===== config.mk =====
export PLATFORM = sky130hd
export DESIGN_NAME = fetch_unit_flat
export DESIGN_NICKNAME = d
export VERILOG_FILES = /design/src/rtl/cpu_pkg.sv /design/src/rtl/fetch_unit_if.sv /design/src/rtl/fetch_wdog.sv /design/src/rtl/fetch_unit.sv /design/src/flat_wrapper.sv
export SDC_FILE = /design/constraint.sdc
export NUM_CORES = 1
export LEC_CHECK = 0
export CORE_MARGIN = 2
export CORE_UTILIZATION = 35
export CTS_CLUSTER_SIZE = 10
export DETAILED_ROUTE_END_ITERATION = 12
export GPL_TIMING_DRIVEN = 0
export PLACE_DENSITY_LB_ADDON = 0.08
export SYNTH_ARGS = -nofsm -noshare
export SYNTH_HDL_FRONTEND = slang
export SYNTH_SLANG_ARGS = --single-unit

===== constraint.sdc =====
create_clock -name clk -period 2.5 [get_ports clk]
set_clock_uncertainty 0.05 [all_clocks]
set_input_delay 0.25 -clock clk [delete_from_list [all_inputs] [get_ports clk]]
set_output_delay 0.25 -clock clk [all_outputs]
set_load 0.05 [all_outputs]

===== src/rtl/cpu_pkg.sv =====
// Shared CPU definitions: fetch FSM encoding, phase vector, datapath width
// and the opcode field position used by both fetch and ALU.
package cpu_pkg;

   localparam int unsigned XLEN = 32;
   localparam logic [3:0] PHASE_FETCH = 4'b0001;

   localparam int unsigned OPC_MSB = 31;
   localparam int unsigned OPC_LSB = 26;

   typedef enum logic [1:0] {
      ST_BOOT = 2'd0,
      ST_IDLE = 2'd1,
      ST_REQ  = 2'd2,
      ST_ERR  = 2'd3
   } fetch_state_e;

   function automatic logic [OPC_MSB-OPC_LSB:0] ir_opcode(input logic [XLEN-1:0] ir);
      return ir[OPC_MSB:OPC_LSB];
   endfunction

endpackage


===== src/rtl/fetch_unit_if.sv =====
// Instruction-memory read handshake between the fetch stage and imem.
interface fetch_unit_if;
   import cpu_pkg::*;

   logic            imem_req;
   logic [XLEN-1:0] imem_addr;
   logic            imem_ack;
   logic [XLEN-1:0] imem_data;

   modport master (output imem_req, output imem_addr, input imem_ack, input imem_data);
   modport slave  (input imem_req, input imem_addr, output imem_ack, output imem_data);

endinterface


===== src/rtl/fetch_wdog.sv =====
// Request watchdog: down-counter loaded on clear, expired when an enabled
// cycle finds it at terminal count (the MEM_TIMEOUT-th waiting cycle).
module fetch_wdog #(
   parameter int unsigned MEM_TIMEOUT = 15
) (
   input  logic clk,
   input  logic rst,
   input  logic clr_i,
   input  logic en_i,
   output logic expired_o
);

   localparam int unsigned CW = (MEM_TIMEOUT > 1) ? $clog2(MEM_TIMEOUT) : 1;
   localparam logic [CW-1:0] TC_LOAD = CW'(MEM_TIMEOUT - 1);

   logic [CW-1:0] cnt_q;

   always_ff @(posedge clk or negedge rst) begin
      if (!rst) begin
         cnt_q <= '0;
      end else if (clr_i) begin
         cnt_q <= TC_LOAD;
      end else if (en_i && (cnt_q != '0)) begin
         cnt_q <= cnt_q - 1'b1;
      end
   end

   assign expired_o = en_i && (cnt_q == '0);

endmodule


===== src/rtl/fetch_unit.sv =====
// Fetch stage: holds the PC, reads one instruction per cycle over imem
// and presents ir/pc to the ALU.
//
//   state | meaning
//   BOOT  | out of reset, waiting for phase 0 to fetch PC_RESET
//   IDLE  | instruction held for ALU, waiting for ife in phase 0
//   REQ   | imem_req high, waiting for ack or timeout
//   ERR   | memory timed out; frozen until reset
module fetch_unit
   import cpu_pkg::*;
#(
   parameter logic [XLEN-1:0] PC_RESET    = 32'h0000_0000,
   parameter logic [XLEN-1:0] PC_STEP     = 32'd1,
   parameter int unsigned     MEM_TIMEOUT = 15
) (
   input  logic                clk,
   input  logic                rst,
   input  logic [3:0]          t,
   input  logic                ife,
   input  logic                jmp,
   input  logic [XLEN-1:0]     jmp_addr,
   fetch_unit_if.master        imem,
   output logic [XLEN-1:0]     ir_o,
   output logic [XLEN-1:0]     pc_o,
   output logic                valid_o,
   output logic                err_o
);

   fetch_state_e    state_q, state_d;
   logic            req_q, req_d;
   logic [XLEN-1:0] addr_q, addr_d;
   logic [XLEN-1:0] ir_q, ir_d;
   logic [XLEN-1:0] pc_q, pc_d;
   logic            valid_q, valid_d;
   logic            err_q, err_d;
   logic            fetch_ph;
   logic            wd_expired;

   assign fetch_ph = (t == PHASE_FETCH);

   fetch_wdog #(.MEM_TIMEOUT(MEM_TIMEOUT)) u_wdog (
      .clk       (clk),
      .rst       (rst),
      .clr_i     (state_q != ST_REQ),
      .en_i      ((state_q == ST_REQ) && !imem.imem_ack),
      .expired_o (wd_expired)
   );

   always_ff @(posedge clk or negedge rst) begin
      if (!rst) begin
         state_q <= ST_BOOT;
         req_q   <= 1'b0;
         addr_q  <= '0;
         ir_q    <= '0;
         pc_q    <= '0;
         valid_q <= 1'b0;
         err_q   <= 1'b0;
      end else begin
         state_q <= state_d;
         req_q   <= req_d;
         addr_q  <= addr_d;
         ir_q    <= ir_d;
         pc_q    <= pc_d;
         valid_q <= valid_d;
         err_q   <= err_d;
      end
   end

   always_comb begin
      state_d = state_q;
      req_d   = req_q;
      addr_d  = addr_q;
      ir_d    = ir_q;
      pc_d    = pc_q;
      valid_d = valid_q;
      err_d   = err_q;
      unique case (state_q)
         ST_BOOT: begin
            if (fetch_ph) begin
               addr_d  = PC_RESET;
               req_d   = 1'b1;
               state_d = ST_REQ;
            end
         end
         ST_IDLE: begin
            if (fetch_ph && ife) begin
               addr_d  = jmp ? jmp_addr : pc_q + PC_STEP;
               valid_d = 1'b0;
               req_d   = 1'b1;
               state_d = ST_REQ;
            end
         end
         ST_REQ: begin
            if (imem.imem_ack) begin
               ir_d    = imem.imem_data;
               pc_d    = addr_q;
               valid_d = 1'b1;
               req_d   = 1'b0;
               state_d = ST_IDLE;
            end else if (wd_expired) begin
               err_d   = 1'b1;
               req_d   = 1'b0;
               state_d = ST_ERR;
            end
         end
         ST_ERR: begin
         end
         default: state_d = ST_BOOT;
      endcase
   end

   assign imem.imem_req  = req_q;
   assign imem.imem_addr = addr_q;
   assign ir_o           = ir_q;
   assign pc_o           = pc_q;
   assign valid_o        = valid_q;
   assign err_o          = err_q;

endmodule


===== src/flat_wrapper.sv =====
// flat-port wrapper written by rule: the top's interface ports become plain ports
module fetch_unit_flat import cpu_pkg::*;
#(
   parameter logic [XLEN-1:0] PC_RESET    = 32'h0000_0000,
   parameter logic [XLEN-1:0] PC_STEP     = 32'd1,
   parameter int unsigned     MEM_TIMEOUT = 15
)
  (clk, rst, t, ife, jmp, jmp_addr, ir_o, pc_o, valid_o, err_o, imem_imem_req, imem_imem_addr, imem_imem_ack, imem_imem_data);
  fetch_unit_if imem_i ();
  input  logic clk;
  input  logic rst;
  input  logic [3:0] t;
  input  logic ife;
  input  logic jmp;
  input  logic [XLEN-1:0] jmp_addr;
  output logic [XLEN-1:0] ir_o;
  output logic [XLEN-1:0] pc_o;
  output logic valid_o;
  output logic err_o;
  output wire logic [$bits(imem_i.imem_req)-1:0] imem_imem_req;
  output wire logic [$bits(imem_i.imem_addr)-1:0] imem_imem_addr;
  input wire logic [$bits(imem_i.imem_ack)-1:0] imem_imem_ack;
  input wire logic [$bits(imem_i.imem_data)-1:0] imem_imem_data;
  assign imem_imem_req = imem_i.imem_req;
  assign imem_imem_addr = imem_i.imem_addr;
  assign imem_i.imem_ack = imem_imem_ack;
  assign imem_i.imem_data = imem_imem_data;
  fetch_unit #(.PC_RESET(PC_RESET), .PC_STEP(PC_STEP), .MEM_TIMEOUT(MEM_TIMEOUT)) u_core (.clk(clk), .rst(rst), .t(t), .ife(ife), .jmp(jmp), .jmp_addr(jmp_addr), .imem(imem_i), .ir_o(ir_o), .pc_o(pc_o), .valid_o(valid_o), .err_o(err_o));
endmodule

# Word-level counts from Yosys, hierarchy flattened
# Index checks and enable logic that the tools add are counted.
# classes
reduce_logical,17
mux,19
n_eq_ne,8
add_sub_neg,2
bitwise_logic,1
# op_table
cell,count
2-to-1 mux 32 bit,3
one-hot mux 32 bit (2 select lines),1
adder 32 x 1 -> 32 bit (second input constant),1
AND reduction 3 bit,3
2-to-1 mux 2 bit,4
2-to-1 mux 4 bit,2
2-to-1 mux 1 bit,6
one-hot mux 2 bit (3 select lines),1
nonzero test 2 bit,3
== test 4 x 1 -> 1 bit (second input constant),1
logical AND 1 bit,4
logical NOT 4 bit,1
inequality test 2 x 1 -> 1 bit (second input constant),2
inequality test 2 bit (second input constant),2
AND reduction 4 bit,1
nonzero test 4 bit,1
subtractor 4 x 1 -> 4 bit (second input constant),1
inequality test 3 bit (second input constant),1
one-hot mux 1 bit (3 select lines),1
nonzero test 3 bit,1
== test 2 x 1 -> 1 bit (second input constant),1
== test 2 bit (second input constant),1
logical NOT 2 bit,1
one-hot mux 1 bit (2 select lines),1
other kinds (3),3
# totals
out_inout_bits,99
reg_bits,105
input_bits,73

# Logic depth before layout (Yosys ltp)
# logic_depth
depth_word,6
mapped_depth,8
mapped_depth_nobuf,7

# By module
# Synthesis repeated with hierarchy kept, for this count alone.
# unflattened
cells_unflattened,411
hier_area_um2,4862.2
# by_module_without_submodules
mod,area_each_um2,cells_each,instances
fetch_unit,4638.2,389,1
fetch_wdog,224.0,22,1

# Worst setup path before layout
# Ideal clock, no wire load.
# synth_timing
kind,register to register
from,"register u_core.pc_q[11], in the netlist u_core.pc_o[11]"
to,"register u_core.addr_q[31], in the netlist u_core.imem.imem_addr[31]"
setup_time_ps,130
synth_period_minus_slack_ps,2117
path_stages_with_launch,6
slack_ps,383
arrival_ps,1938
path_cell_list,dfrtp_1 nand4_1 or4b_4 nor3_2 a31o_1 nand3_1
# synth_via
elab_chain_len,4
# synth_rtl
element,line_no,source
from (decl),fetch_unit.sv:33,"logic [XLEN-1:0] pc_q, pc_d;"
from (signal assigned),fetch_unit.sv:63,pc_q <= pc_d;
adder 32 x 1 -> 32 bit,fetch_unit.sv:87,addr_d = jmp ? jmp_addr : pc_q + PC_STEP;
2-to-1 mux 32 bit,fetch_unit.sv:87,
2-to-1 mux 32 bit,fetch_unit.sv:86,if (fetch_ph && ife) begin
one-hot mux 32 bit (2 select lines),fetch_unit.sv:77,unique case (state_q)
to (signal assigned),fetch_unit.sv:61,addr_q <= addr_d;
to (decl),fetch_unit.sv:31,"logic [XLEN-1:0] addr_q, addr_d;"
# No other way between the ends. The select of a mux whose other input is x is not followed.
# A chain may end at the register's enable or synchronous reset.

# Worst setup path after layout
# layout_timing
from,register u_core.state_q[1]
to,"register u_core.pc_q[25], in the netlist u_core.pc_o[25]"
# layout_via
elab_chain_len,2
# layout_rtl
element,line_no,source
from (decl),fetch_unit.sv:29,"fetch_state_e state_q, state_d;"
from (signal assigned),fetch_unit.sv:59,state_q <= state_d;
== test 2 bit,fetch_unit.sv:77,
AND reduction 2 bit (no source line),n/a,
# No other way between the ends.

==> run summary <==
The via count of the first global-routing pass was 4010. CTS built an H-tree with a depth of 3. The fraction of layout instances using a drive strength above 1 is 13.5%.

The finished cells cover 0.00714 mm². After the flow finishes, the layout carries non-filler instances totaling 768. The tools report the post-cts resize count as 0. Clock tree synthesis selected as its root buffer the cell sky130_fd_sc_hd__clkbuf_16. STA classifies the critical path startpoint as a register. The worst setup margin was 206 ps.

The floorplan has 42 rows. Most used flip-flop cell after synthesis: sky130_fd_sc_hd__dfrtp_1. The run gives 0 as the final count of hold timing violations. The source-to-sink clock delay at the later pin of the worst-skew pair is 350 ps, and the max-cap violation count is 0. The area occupied by registers came out at 0.00263 mm².

For the final net count, the log shows 664. The die span in y was 122 µm; the post-detailed-route count of antenna-violating nets was 0. The remaining routing DRC violations came out at 0.

The total area of multi-input combinational cells is 0.00206 mm². The synthesis-to-finish area growth works out to 47.6%. For the routed wire length, the log shows 13.6 mm. The number of instances in the synthesized netlist was 404.

The run gives 2480 ps as the worst endpoint data arrival time. For this run, the top clock speed supported by timing is 436 MHz. The run gives 21.6 mm as the wire length of the first global-routing pass. First-pass detailed-route iteration total: 4. Core area: 0.0133 mm².

Counting flops and latches in the post-synthesis netlist gives 105. Sorting the synthesized cells by how often they occur yields 105 x sky130_fd_sc_hd__dfrtp_1, 41 x sky130_fd_sc_hd__mux2_2, 31 x sky130_fd_sc_hd__nand2_1. Yosys mapped a number of flops with a built-in enable equal to 0.

The clock slew at the register clock pins of the worst setup and hold paths was 70 ps. Setup violations remaining at the end of the flow were counted as 0. In the post-synthesis netlist, the biggest area contributors are sky130_fd_sc_hd__dfrtp_1 54%, sky130_fd_sc_hd__mux2_2 9.5%, sky130_fd_sc_hd__mux2_1 5.4%. Counting the buffers created by CTS gives 9. Dividing the synthesized area by the synthesized cell count gives 12.0 µm².

Buffers placed on the I/O ports in this run total 171. The total overflow left after global routing is 0. Final-report max-slew violation count: 0. In the final routed layout, each cell accounts on average for 17.7 µm. Of all cell types, the one taking the most synthesized area is sky130_fd_sc_hd__dfrtp_1. The repair_antennas step left the layout with diodes totalling 0. Counting tap cells, the placed design contains a total of 752 instances. After the first detailed-routing iteration, the DRC count stood at 138.

Once placement finished, the instance area stood at 0.00679 mm². Headroom to the max-slew limit came out at 55.0%. In this run the worst hold path is classified as in -> async. The static power due to leakage is 3.00 nW, and the period utilization is 91.7%.

The Yosys step of the flow raised 0 warnings. The cell with the most instances after synthesis is sky130_fd_sc_hd__dfrtp_1. The tools report the initial antenna violation count as 0. The type of the worst setup path is reg -> reg.

For this run, the share of the core covered by cells in the final layout is 53.5%. The flow ran to the end, and the final reports show no timing, DRC or antenna violations. Data on the critical path is required at its endpoint by 2680 ps.

The pin count of the biggest net entering global routing is 61, and the number of buffers between clock root and the deepest sink is 2. In the routed layout, each cell is associated on average with a via count of 5.02. The die covers 0.0148 mm². In this run, distinct cell masters in the synthesized netlist total 50. The layout has 1211 filler cells.

Count of pins on the block boundary: 172. TritonCTS built the clock tree. For the pin with the worst max-slew slack, the measured transition is 674 ps. Summing every instance area after synthesis gives 0.00483 mm². Of the synthesized area, sequential elements account for 54.3%. Setup repair after global routing left no endpoint under its margin.

IR analysis of the VDD net gives a maximum drop of 0.718 mV. The die is 122 µm wide. Across every metal layer, demand over resource in global routing totals 19.3%. The worst path needs 2290 ps of the cycle, external delays included. The detailed-route via count was 3853; the total power per unit cell area was 1140 mW/mm². The tree built by TritonCTS fans out to 105 sinks. Of all flip-flops after synthesis, the portion carrying an async set or reset was 100%.

Before CTS, the worst setup slack after placement is -177 ps. After synthesis, the largest area contributor takes up 54.3% of total cell area. Sum of net half-perimeters after detailed placement: 9.80 mm. Once the floorplan was initialized, standard cells occupied 36.2% of the core. For the global placement routability congestion, the log shows 0.798. When the netlist entered floorplanning its net count stood at 480.

STA classifies the critical path endpoint as a register. Of all nets on the critical path, the largest fanout is 10.
==> critical path: stages, from the launching register on <==
cell and delay (ps):
sky130_fd_sc_hd__dfrtp_1 420, sky130_fd_sc_hd__nor2b_1 140, sky130_fd_sc_hd__buf_2 160, sky130_fd_sc_hd__nand2_1 90
sky130_fd_sc_hd__clkbuf_1 520, sky130_fd_sc_hd__buf_2 400, sky130_fd_sc_hd__mux2_2 380
==> where the power goes <==
group	internal (mW)	switching (mW)	leakage [nW]	total, mW
Clock	0.974	0.632	0.155	1.61
Sequential	2.23	0.467	1.38	2.70
Combinational	1.38	2.46	1.47	3.84
==> cells by family (layout without fill, tap and decap cells) <==
group | count (synthesis) | after routing | synth area share [%]
AO/OA/AOI/OAI | 72 | 72 | 9.34
buffers and inverters | 27 | 215 | 2.98
flip-flops | 105 | 105 | 54.3
AND/OR/NAND/NOR | 104 | 104 | 12.4
adder cells (fa/ha/maj) | 3 | 3 | 0.776
multiplexers | 65 | 65 | 15.1
XOR/XNOR | 28 | 28 | 5.07
==> path summary, 6_finish.rpt <==
path	startpoint	endpoint	slack, ps	cells after the start
worst min-delay path	rst	u_core.ir_o[1]$_DFFE_PN0P_	400	2
worst max-delay path	u_core.state_q[1]$_DFFE_PN0P_	u_core.pc_o[25]$_DFFE_PN0P_	210	6
max in group asynchronous	rst	u_core.ir_o[11]$_DFFE_PN0P_	1290	3
min in group clk	u_core.valid_o$_DFFE_PN0P_	u_core.valid_o$_DFFE_PN0P_	440	2
worst max register to register	u_core.state_q[1]$_DFFE_PN0P_	u_core.pc_o[25]$_DFFE_PN0P_	210	6
worst min register to register	u_core.valid_o$_DFFE_PN0P_	u_core.valid_o$_DFFE_PN0P_	440	2
==> layer usage <==
metal | global-route usage (%) | routed length [µm] | vias up
li1 | - | - | 1817
met1 | 24.3 | 5800 | 1894
met2 | 32.1 | 6670 | 131
met3 | 6.32 | 1010 | 11
met4 | 4.67 | 129 | 0
met5 | 0 | 0 | -
==> repair_timing <==
action | CTS | global route
endpoints found under the hold margin | 45 | 0
setup buffers | 0 | 0
hold buffers | 1 | 0
==> through the flow <==
stage | setup TNS, ps | hold WS (ps) | power, mW
after global placement | -317850 | 413 | 6.55
after floorplan | 0 | -95.6 | 5.12
after global routing | 0 | 424 | 8.53
final | 0 | 398 | 8.14
after detailed placement | -1640 | 257 | 6.60
after CTS | 0 | 424 | 8.24
==> placed cells by master (no fill, tap or decap), types with 3 or more instances in the layout <==
cell type | Yosys | final
sky130_fd_sc_hd__clkdlybuf4s50_1 | 0 | 170
sky130_fd_sc_hd__dfrtp_1 | 105 | 105
sky130_fd_sc_hd__mux2_2 | 41 | 41
sky130_fd_sc_hd__nand2_1 | 31 | 31
sky130_fd_sc_hd__o21ai_1 | 25 | 25
sky130_fd_sc_hd__mux2_1 | 23 | 23
sky130_fd_sc_hd__nand3_1 | 19 | 19
sky130_fd_sc_hd__a22oi_1 | 17 | 17
sky130_fd_sc_hd__xnor2_1 | 14 | 14
sky130_fd_sc_hd__xor2_1 | 14 | 14
sky130_fd_sc_hd__nor2_1 | 10 | 10
sky130_fd_sc_hd__o21ai_0 | 10 | 10
sky130_fd_sc_hd__clkbuf_1 | 8 | 9
sky130_fd_sc_hd__clkbuf_16 | 0 | 9
sky130_fd_sc_hd__inv_1 | 8 | 8
sky130_fd_sc_hd__nand4_1 | 8 | 8
sky130_fd_sc_hd__buf_2 | 6 | 6
sky130_fd_sc_hd__nor3_1 | 6 | 6
sky130_fd_sc_hd__and4_1 | 5 | 5
sky130_fd_sc_hd__a21oi_1 | 5 | 5
sky130_fd_sc_hd__and3_1 | 3 | 3
sky130_fd_sc_hd__a32oi_1 | 3 | 3
sky130_fd_sc_hd__ha_1 | 3 | 3
sky130_fd_sc_hd__bufinv_16 | 0 | 3
==> flip-flops by register name, summed over array words and instances, names as in the netlist <==
register	flops
u_core.imem.imem_addr	32
u_core.state_q	2
u_core.valid_o	1
u_core.err_o	1
u_core.ir_o	32
u_core.pc_o	32
u_core.u_wdog.cnt_q	4
u_core.imem.imem_req	1
==> cell type report <==
class,count,area share (%)
plain buffers,19,1.60
clock buffers,10,3.21
repair buffers,173,24.5
inverters,8,0.421
multi-input cells,272,28.9
flip-flops and latches,105,36.8
clock inverters,5,1.47
well taps,176,3.09
Note: power is estimated with default switching activity, not from simulation.
